$ cat config.mk
export PLATFORM = sky130hd
export DESIGN_NAME = binary_to_bcd_flat
export DESIGN_NICKNAME = d
export VERILOG_FILES = /design/src/rtl/segment7_pkg.sv /design/src/rtl/binary_to_bcd_if.sv /design/src/rtl/bcd_add3.sv /design/src/rtl/binary_to_bcd.sv /design/src/flat_wrapper.sv
export SDC_FILE = /design/constraint.sdc
export NUM_CORES = 1
export LEC_CHECK = 0
export CAP_MARGIN = 20
export CELL_PAD_IN_SITES_DETAIL_PLACEMENT = 0
export CELL_PAD_IN_SITES_GLOBAL_PLACEMENT = 2
export CORE_MARGIN = 3
export CORE_UTILIZATION = 32
export CTS_CLUSTER_SIZE = 12
export DETAILED_ROUTE_END_ITERATION = 7
export PLACE_DENSITY = 0.75
export SLEW_MARGIN = 20
export SYNTH_ARGS = -nofsm -noshare
export SYNTH_HDL_FRONTEND = slang
export SYNTH_SLANG_ARGS = --single-unit
$ cat constraint.sdc
create_clock -name CLK -period 2 [get_ports CLK]
set_input_delay 0.4 -clock CLK [delete_from_list [all_inputs] [get_ports CLK]]
set_output_delay 0.4 -clock CLK [all_outputs]
set_load 0.01 [all_outputs]
$ cat src/rtl/segment7_pkg.sv
// Shared constants and types for the binary-to-BCD converter
// and the seven-segment display driver.
package segment7_pkg;

    localparam int BIN_W      = 14;
    localparam int BCD_DIGITS = 4;
    localparam int DIG_W      = 4;
    localparam int BCD_W      = BCD_DIGITS * DIG_W;
    localparam int SHIFT_CNT  = 14;
    localparam int CNT_W      = 4;

    localparam logic [BIN_W-1:0] BCD_MAX = 14'd9999;

    typedef enum logic {
        IDLE,
        SHIFT
    } state_t;

endpackage

$ cat src/rtl/binary_to_bcd_if.sv
// Request/result bundle between a converter client and binary_to_bcd.
// Master drives the operand and strobe; slave returns status and digits.
interface binary_to_bcd_if;
    import segment7_pkg::*;

    logic [BIN_W-1:0] BIN;
    logic             START;
    logic             BUSY;
    logic             DONE;
    logic             OVF;
    logic [DIG_W-1:0] D1;
    logic [DIG_W-1:0] D2;
    logic [DIG_W-1:0] D3;
    logic [DIG_W-1:0] D4;

    modport master (
        output BIN, START,
        input  BUSY, DONE, OVF, D1, D2, D3, D4
    );

    modport slave (
        input  BIN, START,
        output BUSY, DONE, OVF, D1, D2, D3, D4
    );

endinterface

$ cat src/rtl/bcd_add3.sv
// Double-dabble nibble correction: add 3 when the digit is 5 or more,
// so the following left shift carries correctly into the next digit.
module bcd_add3 (
    input  logic [3:0] i_nib,
    output logic [3:0] o_nib
);

    assign o_nib = (i_nib >= 4'd5) ? i_nib + 4'd3 : i_nib;

endmodule

$ cat src/rtl/binary_to_bcd.sv
// Iterative 14-bit binary to 4-digit BCD converter (shift-add-3).
// Optional macro BINARY_TO_BCD_SAT_EN clamps operands above 9999 to 9999.
import segment7_pkg::*;

module binary_to_bcd (
    input logic            CLK,
    input logic            CLR,
    binary_to_bcd_if.slave bus
);

    state_t             r_state;
    state_t             w_next_state;
    logic [BIN_W-1:0]   r_operand;
    logic [BIN_W-1:0]   w_latch;
    logic [BCD_W-1:0]   r_scratch;
    logic [BCD_W-1:0]   w_corr;
    logic [BCD_W:0]     w_shift;
    logic [CNT_W-1:0]   r_cnt;
    logic [BCD_W-1:0]   r_digits;
    logic               r_ovf_pend;
    logic               r_ovf;
    logic               r_done;
    logic               w_accept;
    logic               w_last;
    logic               w_too_big;

    assign w_too_big = (bus.BIN > BCD_MAX);

`ifdef BINARY_TO_BCD_SAT_EN
    assign w_latch = w_too_big ? BCD_MAX : bus.BIN;
`else
    assign w_latch = bus.BIN;
`endif

    for (genvar g = 0; g < BCD_DIGITS; g++) begin : g_add3
        bcd_add3 u_add3 (
            .i_nib (r_scratch[g*DIG_W +: DIG_W]),
            .o_nib (w_corr[g*DIG_W +: DIG_W])
        );
    end

    // The ten-thousands bit can only become set on the final shift
    // (the partial value is below 10000 before it), so it lives only
    // here as w_shift[BCD_W] and is never corrected.
    assign w_shift  = {w_corr, r_operand[BIN_W-1]};
    assign w_accept = (r_state == IDLE) && bus.START;
    assign w_last   = (r_state == SHIFT) && (r_cnt == CNT_W'(1));

    // State register; clear wins over any pending start.
    always_ff @(posedge CLK) begin
        if (CLR) r_state <= IDLE;
        else     r_state <= w_next_state;
    end

    // Next-state: one accepted start, then fourteen shifts.
    always_comb begin
        w_next_state = r_state;
        unique case (r_state)
            IDLE:    if (bus.START) w_next_state = SHIFT;
            SHIFT:   if (w_last)    w_next_state = IDLE;
            default: w_next_state = IDLE;
        endcase
    end

    // Busy is simply "inside a conversion".
    always_comb begin
        bus.BUSY = (r_state == SHIFT);
    end

    // Datapath: latch, shift-add-3, then publish digits with a done pulse.
    always_ff @(posedge CLK) begin
        if (CLR) begin
            r_operand  <= '0;
            r_scratch  <= '0;
            r_cnt      <= '0;
            r_digits   <= '0;
            r_ovf_pend <= 1'b0;
            r_ovf      <= 1'b0;
            r_done     <= 1'b0;
        end else begin
            r_done <= 1'b0;
            if (w_accept) begin
                r_operand  <= w_latch;
                r_scratch  <= '0;
                r_cnt      <= CNT_W'(SHIFT_CNT);
                r_ovf_pend <= w_too_big;
            end else if (r_state == SHIFT) begin
                r_scratch <= w_shift[BCD_W-1:0];
                r_operand <= r_operand << 1;
                r_cnt     <= r_cnt - CNT_W'(1);
                if (w_last) begin
                    r_digits <= w_shift[BCD_W-1:0];
                    r_ovf    <= r_ovf_pend | w_shift[BCD_W];
                    r_done   <= 1'b1;
                end
            end
        end
    end

    assign bus.DONE = r_done;
    assign bus.OVF  = r_ovf;
    assign bus.D1   = r_digits[0*DIG_W +: DIG_W];
    assign bus.D2   = r_digits[1*DIG_W +: DIG_W];
    assign bus.D3   = r_digits[2*DIG_W +: DIG_W];
    assign bus.D4   = r_digits[3*DIG_W +: DIG_W];

endmodule

$ cat src/flat_wrapper.sv
// flat-port wrapper written by rule: the top's interface ports become plain ports
module binary_to_bcd_flat 
  (CLK, CLR, bus_BIN, bus_START, bus_BUSY, bus_DONE, bus_OVF, bus_D1, bus_D2, bus_D3, bus_D4);
  binary_to_bcd_if bus_i ();
  input logic CLK;
  input logic CLR;
  input wire logic [$bits(bus_i.BIN)-1:0] bus_BIN;
  input wire logic [$bits(bus_i.START)-1:0] bus_START;
  output wire logic [$bits(bus_i.BUSY)-1:0] bus_BUSY;
  output wire logic [$bits(bus_i.DONE)-1:0] bus_DONE;
  output wire logic [$bits(bus_i.OVF)-1:0] bus_OVF;
  output wire logic [$bits(bus_i.D1)-1:0] bus_D1;
  output wire logic [$bits(bus_i.D2)-1:0] bus_D2;
  output wire logic [$bits(bus_i.D3)-1:0] bus_D3;
  output wire logic [$bits(bus_i.D4)-1:0] bus_D4;
  assign bus_i.BIN = bus_BIN;
  assign bus_i.START = bus_START;
  assign bus_BUSY = bus_i.BUSY;
  assign bus_DONE = bus_i.DONE;
  assign bus_OVF = bus_i.OVF;
  assign bus_D1 = bus_i.D1;
  assign bus_D2 = bus_i.D2;
  assign bus_D3 = bus_i.D3;
  assign bus_D4 = bus_i.D4;
  binary_to_bcd u_core (.CLK(CLK), .CLR(CLR), .bus(bus_i));
endmodule
==> out/metrics.cfg, run 1 <==
[power_and_ir_drop]
p_per_area_mw_per_mm2 = 671
p_int_mw = 1.52
total_power_mw = 2.04
combPwrFrac_pct = 13.2
swShare_pct = 25.3
clockPowerShare_pct = 30.7
p_leak_nw = 1.08
sequentialPowerShare_pct = 56.1
irDropWorstVdd_v = 0.000255
switching_power_mw = 0.515

[logic_synthesis]
syn_area_per_cell_um2 = 8.60
syn_nets = 315
yosysUniqueCellTypes = 28
syn-instance-count = 288
synth.largest_area_cell = dfxtp_1
synth_seq_cells = 54
yosysMostFrequentCell = dfxtp_1
synth_top_area_share_pct = 43.7
ys.flop_type = dfxtp_1
synth_seq_area_share_pct = 43.7
ys_warn_count = 0
syn_area_mm2 = 0.00248
ys_top_cells_by_area = dfxtp_1 44%, nor2_1 7.0%, mux2i_1 6.5%, ha_1 5.1%, a21oi_1 4.9%
synthArstFlopShare_pct = 0
synth_edf_count = 0
synth_common_cells = 54 x dfxtp_1, 46 x nor2_1, 24 x a21oi_1, 21 x nand2_1

[critical_path]
cp.arrival_ns = 1.29
crit_buf_inv = 1
crit_fanout = 4
crit_path_start_kind = flop
crit_cells = 1
worst-r2r-cell-count = 6
max_stage_delay_ns = 0.57
path_delay_family = buffers and inverters
cp_cell_sequence = clkdlybuf4s50_1
cp-end-kind = output port
slowest_stage = clkdlybuf4s50_1
critical_path_required_ns = 1.60
path_class = flop to output port

[outcome]
status = completed

[global_route]
grtUsageTotal_pct = 13.0
antenna_found_initial = 0
grt_pass1_wl_mm = 9.17
grt_max_degree = 40
grt-ovfl-total = 0
grt_pass1_vias = 1917

[sta]
setup_tns_ns = 0
worst_pin_slew_ns = 0.399
timing.fmax_mhz = 592
rsz0062_at_grt = no
finalCritPeriodShare_pct = 84.5
slew_viol_final = 0
period_needed_ns = 1.69
whs_ns = 0.478
slew_headroom_pct = 73.4
finClkSkew_ns = 0.00594
final_hold_viol_count = 0
setup_violations = 0
worst_slack_ns = 0.310

[clock_network]
clock-root-buffer = clkbuf_8
numCtsBuffers = 5
cts_setup_buffers = 0
cts_resized = 0
cts_tree = built
clkLatencyLatePin_ns = 0.30
htree_levels = 2
cts_hold_buf = 0
clockBufferDepth = 2
clk_pin_slew_ns = 0.09
clock_sinks = 54

[placed_design]
io_buffers = 35
dp_slack_ns = 0.292
place_hpwl_mm = 3.68
place_congestion = 0.736

[hold_path]
min_path_cells = 2
min_path_type = flop to flop

[final_layout]
regArea_mm2 = 0.00108
fin_util_pct = 41.3
multi_input_area_mm2 = 0.00126
finalNetCount = 346
drive_above_1_share_pct = 7.81
diodes = 0
nFillCells = 784
syn_to_final_growth_pct = 22.8

[drt]
wl_mm = 5.27
postRouteAntennaNets = 0
drt-initial-drc-count = 90
drtPass1Iterations = 4
drc = 0
vias = 2000
vias_per_cell = 4.77
routedWlPerCell_um = 12.6

[floorplan]
dieWidth_um = 94.0
rows = 31
dieArea_mm2 = 0.00883
ios = 36
die_h_um = 94.0
core-area_mm2 = 0.00737
start_util_pct = 33.6

[flow_run]
drv_cap = 0

[stage by stage]
| step | std cells | cell area [µm²] |
|---|---|---|
| floorplan | 288 | 2480 |
| global placement | 411 | 2950 |
| detailed placement | 411 | 2950 |
| CTS | 419 | 3040 |
| global route | 419 | 3040 |
| finish | 419 | 3040 |
[area by class of cell]
type | count | share of cell area (%)
Inverter | 13 | 1.60
Clock inverter | 1 | 0.165
Multi-Input combinational cell | 202 | 41.5
Timing Repair Buffer | 43 | 14.3
Sequential cell | 54 | 35.5
Clock buffer | 7 | 2.84
Tap cell | 99 | 4.07
[worst paths after layout]
path              slack (ns)           startpoint                   to
setup / recovery        0.31      u_core.bus.BUSY             bus_BUSY
hold reg to reg         0.48    u_core.r_ovf_pend    u_core.r_ovf_pend
hold / removal          0.48    u_core.r_ovf_pend    u_core.r_ovf_pend
setup reg to reg        0.35  u_core.r_scratch[0]  u_core.r_scratch[2]
[flip-flops by register name (all words and copies together), names as in the netlist]
register and count:
u_core.r_digits 16, u_core.r_scratch 16, u_core.r_operand 14, u_core.r_cnt 4
u_core.bus.BUSY 1, u_core.bus.DONE 1, u_core.bus.OVF 1, u_core.r_ovf_pend 1
[placed cells by master (no fill, tap or decap)]
cell             instances
o21ai_0                  5
a211oi_2                 3
nand2b_1                14
clkbuf_1                 1
nor2_1                  46
nand4_1                  1
o21ai_1                  6
a211oi_1                 6
nor3b_1                  4
mux2i_1                 16
nand3_1                  5
a311oi_1                 5
clkbuf_8                 6
nor4b_4                  1
a21o_1                   1
nand2_1                 21
nor3_1                   6
inv_2                    2
ha_1                    10
buf_4                    6
o22ai_1                 16
mux2_2                   4
clkinv_2                 1
inv_1                   11
xnor2_1                  7
dfxtp_1                 54
a21oi_1                 24
nor4_1                   1
buf_12                   2
clkdlybuf4s50_1         35
[metal layers]
layer | global-route usage (%) | part of all wire (%)
met1 | 17.4 | 50
met4 | 3.97 | 1.2
met3 | 3.21 | 3.7
met2 | 20.5 | 45
met5 | 0 | 0
[power groups by stage]
| stage | Clock (mW) | Combinational (mW) | Sequential, mW |
|---|---|---|---|
| CTS | 0.662 | 0.273 | 1.15 |
| finish | 0.627 | 0.268 | 1.14 |
| global route | 0.691 | 0.306 | 1.15 |
| floorplan | 0 | 0.180 | 1.16 |
| global placement | 0 | 0.270 | 1.17 |
| detailed placement | 0 | 0.271 | 1.17 |
[cell families after synthesis]
group	count (synthesis)	share of synthesized area [%]
AOI/OAI and AO/OA	66	16.5
xor gates and xnor gates	7	2.48
adders and majority gates	10	5.05
buffers and inverters	32	5.41
DFF	54	43.7
muxes	20	8.29
and+or+nand+nor	99	18.6
No activity file was read; power rests on OpenSTA's default activity.
==> run 2, diff against run 1 <==
--- a/config.mk
+++ b/config.mk
@@ -9,10 +9,10 @@
 export CELL_PAD_IN_SITES_DETAIL_PLACEMENT = 0
 export CELL_PAD_IN_SITES_GLOBAL_PLACEMENT = 2
 export CORE_MARGIN = 3
-export CORE_UTILIZATION = 32
+export CORE_UTILIZATION = 29
 export CTS_CLUSTER_SIZE = 12
 export DETAILED_ROUTE_END_ITERATION = 7
-export PLACE_DENSITY = 0.75
+export PLACE_DENSITY = 0.72
 export SLEW_MARGIN = 20
 export SYNTH_ARGS = -nofsm -noshare
 export SYNTH_HDL_FRONTEND = slang
==> constraint.sdc (replaced) <==
create_clock -name CLK -period 1.4 [get_ports CLK]
set_input_delay 0.28 -clock CLK [delete_from_list [all_inputs] [get_ports CLK]]
set_output_delay 0.28 -clock CLK [all_outputs]
set_load 0.01 [all_outputs]
==> run 2 against run 1 <==
Compared with the run above: power grew 58%; cell area grew 22%; setup slack lost 0.30 ns; critical path type is now flop to flop; critical endpoint is now u_core.r_digits[3]; largest power group unchanged; highest routed layer unchanged.
==> out/metrics.cfg, run 2 (synthesized netlist as in run 1, its figures left out) <==
[outcome]
status = completed

[critical_path]
slowest_stage = dfxtp_2
cp-end-kind = flop
crit_fanout = 8
worst-r2r-cell-count = 7
cp.arrival_ns = 1.62
reg2reg_slack_ns = 0.007
critical_path_required_ns = 1.62
crit_path_start_kind = flop
cp_cell_sequence = inv_2, ha_4, nor4b_4, buf_4, buf_12, nor2_4, a311oi_2
r2r-start = u_core.r_cnt[1]
rr_endpoint = u_core.r_digits[3]
max_stage_delay_ns = 0.34
path_class = flop to flop

[drt]
drt-initial-drc-count = 48
vias = 2194
routedWlPerCell_um = 12.4
postRouteAntennaNets = 0
wl_mm = 5.76
drc = 0
vias_per_cell = 4.72
drtPass1Iterations = 4

[placed_design]
io_buffers = 35
place_congestion = 0.703
dp.cells = 454
place_hpwl_mm = 4.06

[global_route]
grt_max_degree = 26
grt_pass1_wl_mm = 9.78
grt_pass1_vias = 2094
antenna_found_initial = 0
grtUsageTotal_pct = 12.1
grt-ovfl-total = 0

[clock_network]
numCtsBuffers = 5
clock_sinks = 54
clock-root-buffer = clkbuf_8
clockBufferDepth = 2
htree_levels = 2
cts_tree = built
clk_pin_slew_ns = 0.10
cts_hold_buf = 0
clkLatencyLatePin_ns = 0.31

[sta]
worst_pin_slew_ns = 0.309
timing.fmax_mhz = 718
final_hold_viol_count = 0
period_needed_ns = 1.39
setup_violations = 0
finClkSkew_ns = 0.00937
rsz0062_at_grt = yes
finalCritPeriodShare_pct = 99.5
slew_viol_final = 0
whs_ns = 0.487
slew_headroom_pct = 79.2

[power_and_ir_drop]
irDropWorstVdd_v = 0.000586
p_per_area_mw_per_mm2 = 872
p_leak_nw = 1.48
total_power_mw = 3.23

[floorplan]
die_h_um = 98.4
dieWidth_um = 98.4
start_util_pct = 30.0
rows = 33
ios = 36
core-area_mm2 = 0.00826
dieArea_mm2 = 0.00968

[final_layout]
final_common_cell = buf_4
syn_to_final_growth_pct = 49.5
diodes = 0
reg.largest.list = u_core.r_digits: 16 flops, u_core.r_scratch: 16 flops, u_core.r_operand: 14 flops
layout.cells.non_filler = 465
finalNetCount = 387
drive_above_1_share_pct = 33.9
final_cell_mix = 45 x buf_4, 43 x dfxtp_1, 41 x nor2_1

[hold_path]
hold_start = u_core.r_digits[6]
holdPathEnd = u_core.r_digits[6]
min_path_cells = 2
min_path_type = flop to flop

[flow_run]
drv_cap = 0

-- run 2: cell count changes in the layout (fill, tap and decap cells not counted), moves of 7 or more --
cell / delta
dfxtp_1: -11
dlygate4sd2_1: +19
clkdlybuf4s50_1: -19
ha_1: -7
inv_1: -7
o22ai_2: +8
buf_4: +39
o22ai_1: -8
dfxtp_2: +10
-- run 2: critical path, delay by kind of cell (launching register included) --
family,cells,cell delay (ns)
compound gates,1,0.22
fa+ha+maj,1,0.12
buf+inv,3,0.40
flops,1,0.34
simple gates,2,0.23
-- run 2: area by class of cell --
| class | count | area (µm²) |
|---|---|---|
| Multi-Input combinational cell | 202 | 1570 |
| Tap cell | 105 | 131 |
| Clock inverter | 1 | 30.0 |
| Clock buffer | 6 | 82.6 |
| Sequential cell | 54 | 1100 |
| Inverter | 13 | 56.3 |
| Timing Repair Buffer | 84 | 736 |
| Fill cell | 843 | 4560 |
-- run 2: power by group --
part           internal [mW]  switching, mW
clock network          0.573          0.509
registers               1.59         0.0425
logic                  0.268          0.244
-- run 2: worst max path at each step --
stage / startpoint / endpoint / slack, ns / cells after the start
2_1_floorplan: u_core.bus.BUSY / u_core.r_digits[12] / -0.03 / 6
3_3_place_gp: bus_START / u_core.r_scratch[8] / -0.15 / 5
3_5_place_dp: bus_START / u_core.r_scratch[4] / -0.16 / 5
4_1_cts: u_core.r_scratch[5] / u_core.r_scratch[6] / -0.0005 / 6
5_1_grt: u_core.r_cnt[1] / u_core.r_digits[3] / -0.09 / 7
6_report: u_core.r_cnt[1] / u_core.r_digits[3] / 0.007 / 7
-- run 2: repair_timing --
| item | in CTS | in global routing |
|---|---|---|
| resized for setup | 51 | 33 |
| setup buffers | 4 | 2 |
| pin swaps | 12 | 11 |
| endpoints found under the setup margin | 39 | 28 |
-- run 2: through the flow --
| stage | setup WS (ns) | TNS [ns] | cell area, µm² | util (%) |
|---|---|---|---|---|
| after floorplan | -0.0277 | -0.0980 | 2530 | - |
| after global placement | -0.146 | -3.18 | 3290 | 39.8 |
| after detailed placement | -0.165 | -3.72 | 3290 | 39.8 |
| after CTS | -0.000476 | -0.000476 | 3530 | 42.8 |
| after global routing | -0.0945 | -0.817 | 3700 | 44.8 |
| final | 0.00653 | 0 | 3700 | 44.8 |
-- run 2: per-layer routing --
metal  global-route usage, %  wire [µm]
met5                       0          0
met4                    2.52         39
met3                    2.86        215
met2                    19.4       2580
met1                    16.6       2920
==> run 3, diff against run 2 <==
--- a/config.mk
+++ b/config.mk
@@ -10,6 +10,7 @@
 export CELL_PAD_IN_SITES_GLOBAL_PLACEMENT = 2
 export CORE_MARGIN = 3
 export CORE_UTILIZATION = 29
+export CTS_CLUSTER_DIAMETER = 120
 export CTS_CLUSTER_SIZE = 12
 export DETAILED_ROUTE_END_ITERATION = 7
 export PLACE_DENSITY = 0.72
==> results of run 3 <==
Same layout as run 2: the final DEF is identical, and so are final timing and power.
==> RTL edit (settings of run 2) <==
Add a define of `BINARY_TO_BCD_SAT_EN`.
--- a/src/rtl/binary_to_bcd.sv
+++ b/src/rtl/binary_to_bcd.sv
@@ -1,4 +1,6 @@
 // Iterative 14-bit binary to 4-digit BCD converter (shift-add-3).
 // Optional macro BINARY_TO_BCD_SAT_EN clamps operands above 9999 to 9999.
+`define BINARY_TO_BCD_SAT_EN
+
 import segment7_pkg::*;
 
Check against the original RTL: no difference found for any inputs over 10 cycles, from zero or initial values; that may be too few to reach the edited logic, so the function may still have changed.
==> RTL edit against run 2 <==
- wire length rose by 14%
- area after synthesis rose by 7.7%
- sequential cell count did not move
- worst setup slack improved by 2.9 ps
- design area rose by 9.3%
- power rose by 1.1%
- first-iteration DRC count fell by 4.2%
- via count rose by 7.7%
- global-route usage rose by 0.83 points
==> RTL edit: results (changes against run 2) <==
| Metric | Value |
|---|---|
| Status | `completed` |
| Synth Area in XOR/XNOR | `2.30% (-0.18 points)` |
| Buffers, non-clock | `97 (+15%)` |
| Netlist cell types | `38 (+36%)` |
| Clock Skew | `10.0 ps (+0.641 ps)` |
| Psw | `0.833 mW (+4.7%)` |
| Fraction of area in multi-input gates | `43.7% (+1.3 points)` |
| Syn nets | `325 (+3.2%)` |
| Compound-cell area share of the yosys netlist | `21.9% (+5.4 points)` |
| Logic inverters | `14 (+1)` |
| Post-CTS Setup Repair Bufs | `3 (-1)` |
| Cell area after synthesis | `2670 um^2 (+7.7%)` |
| Multi-input comb cells | `210 (+4.0%)` |
| VDD IR max | `0.339 mV (-42%)` |
| Fraction of area in registers | `27.2% (-2.4 points)` |
| ClkCell Share | `2.69% (-0.35 points)` |
| Number of global-route vias before repair | `2,291 (+9.4%)` |
| Nets | `409 (+5.7%)` |
| Post-synth top cells | `dfxtp_1 (54), nor2_1 (27), a21oi_1 (24), nand2b_1 (23), nand2_1 (16)` |
| Critical Path Fanout Max | `3 (-5)` |
| Share of cells above drive strength 1 | `40.5% (+6.6 points)` |
| Post-Synth Adder-Cell Area | `4.69% (-0.36 points)` |
| Starting DRT DRC Count | `46 (-4.2%)` |
| Tot Pwr | `3.26 mW (+1.1%)` |
| Hold WC Path Type | `input port to register` |
| Worst Tran Pin Value | `403 ps (+94.0 ps)` |
| Total GRT Usage | `12.9% (+0.83 points)` |
| Largest delay share family, worst path | `flip-flops` |
RTL edit: per-layer routing:
layer  vias to the layer above  part of all wire (%)  track usage (%)
li1                       1222                     -                -
met1                      1114                    48             17.8
met2                        24                    49             21.2
met3                         4                   2.3             2.25
met4                         0                  0.70             3.03
met5                         -                     0                0
RTL edit: worst paths after layout:
kind	startpoint	end	slack (ps)	cells after the start
worst max-delay path	u_core.r_scratch[9]	u_core.r_scratch[10]	9	6
worst min-delay path	bus_BIN[4]	u_core.r_operand[4]	280	3
worst max register to register	u_core.r_scratch[9]	u_core.r_scratch[10]	9	6
worst min register to register	u_core.r_digits[13]	u_core.r_digits[13]	490	2
RTL edit: stage by stage:
step / hold slack (ps) / instances / area [um^2] / setup slack (ps)
6_report: 279 / 491 / 4050 / 9.48
4_1_cts: 481 / 481 / 3740 / -7.14
5_1_grt: 296 / 491 / 4050 / -52.1
3_3_place_gp: 470 / 470 / 3450 / -323
3_5_place_dp: 476 / 470 / 3450 / -353
2_1_floorplan: 395 / 298 / 2690 / 5.40
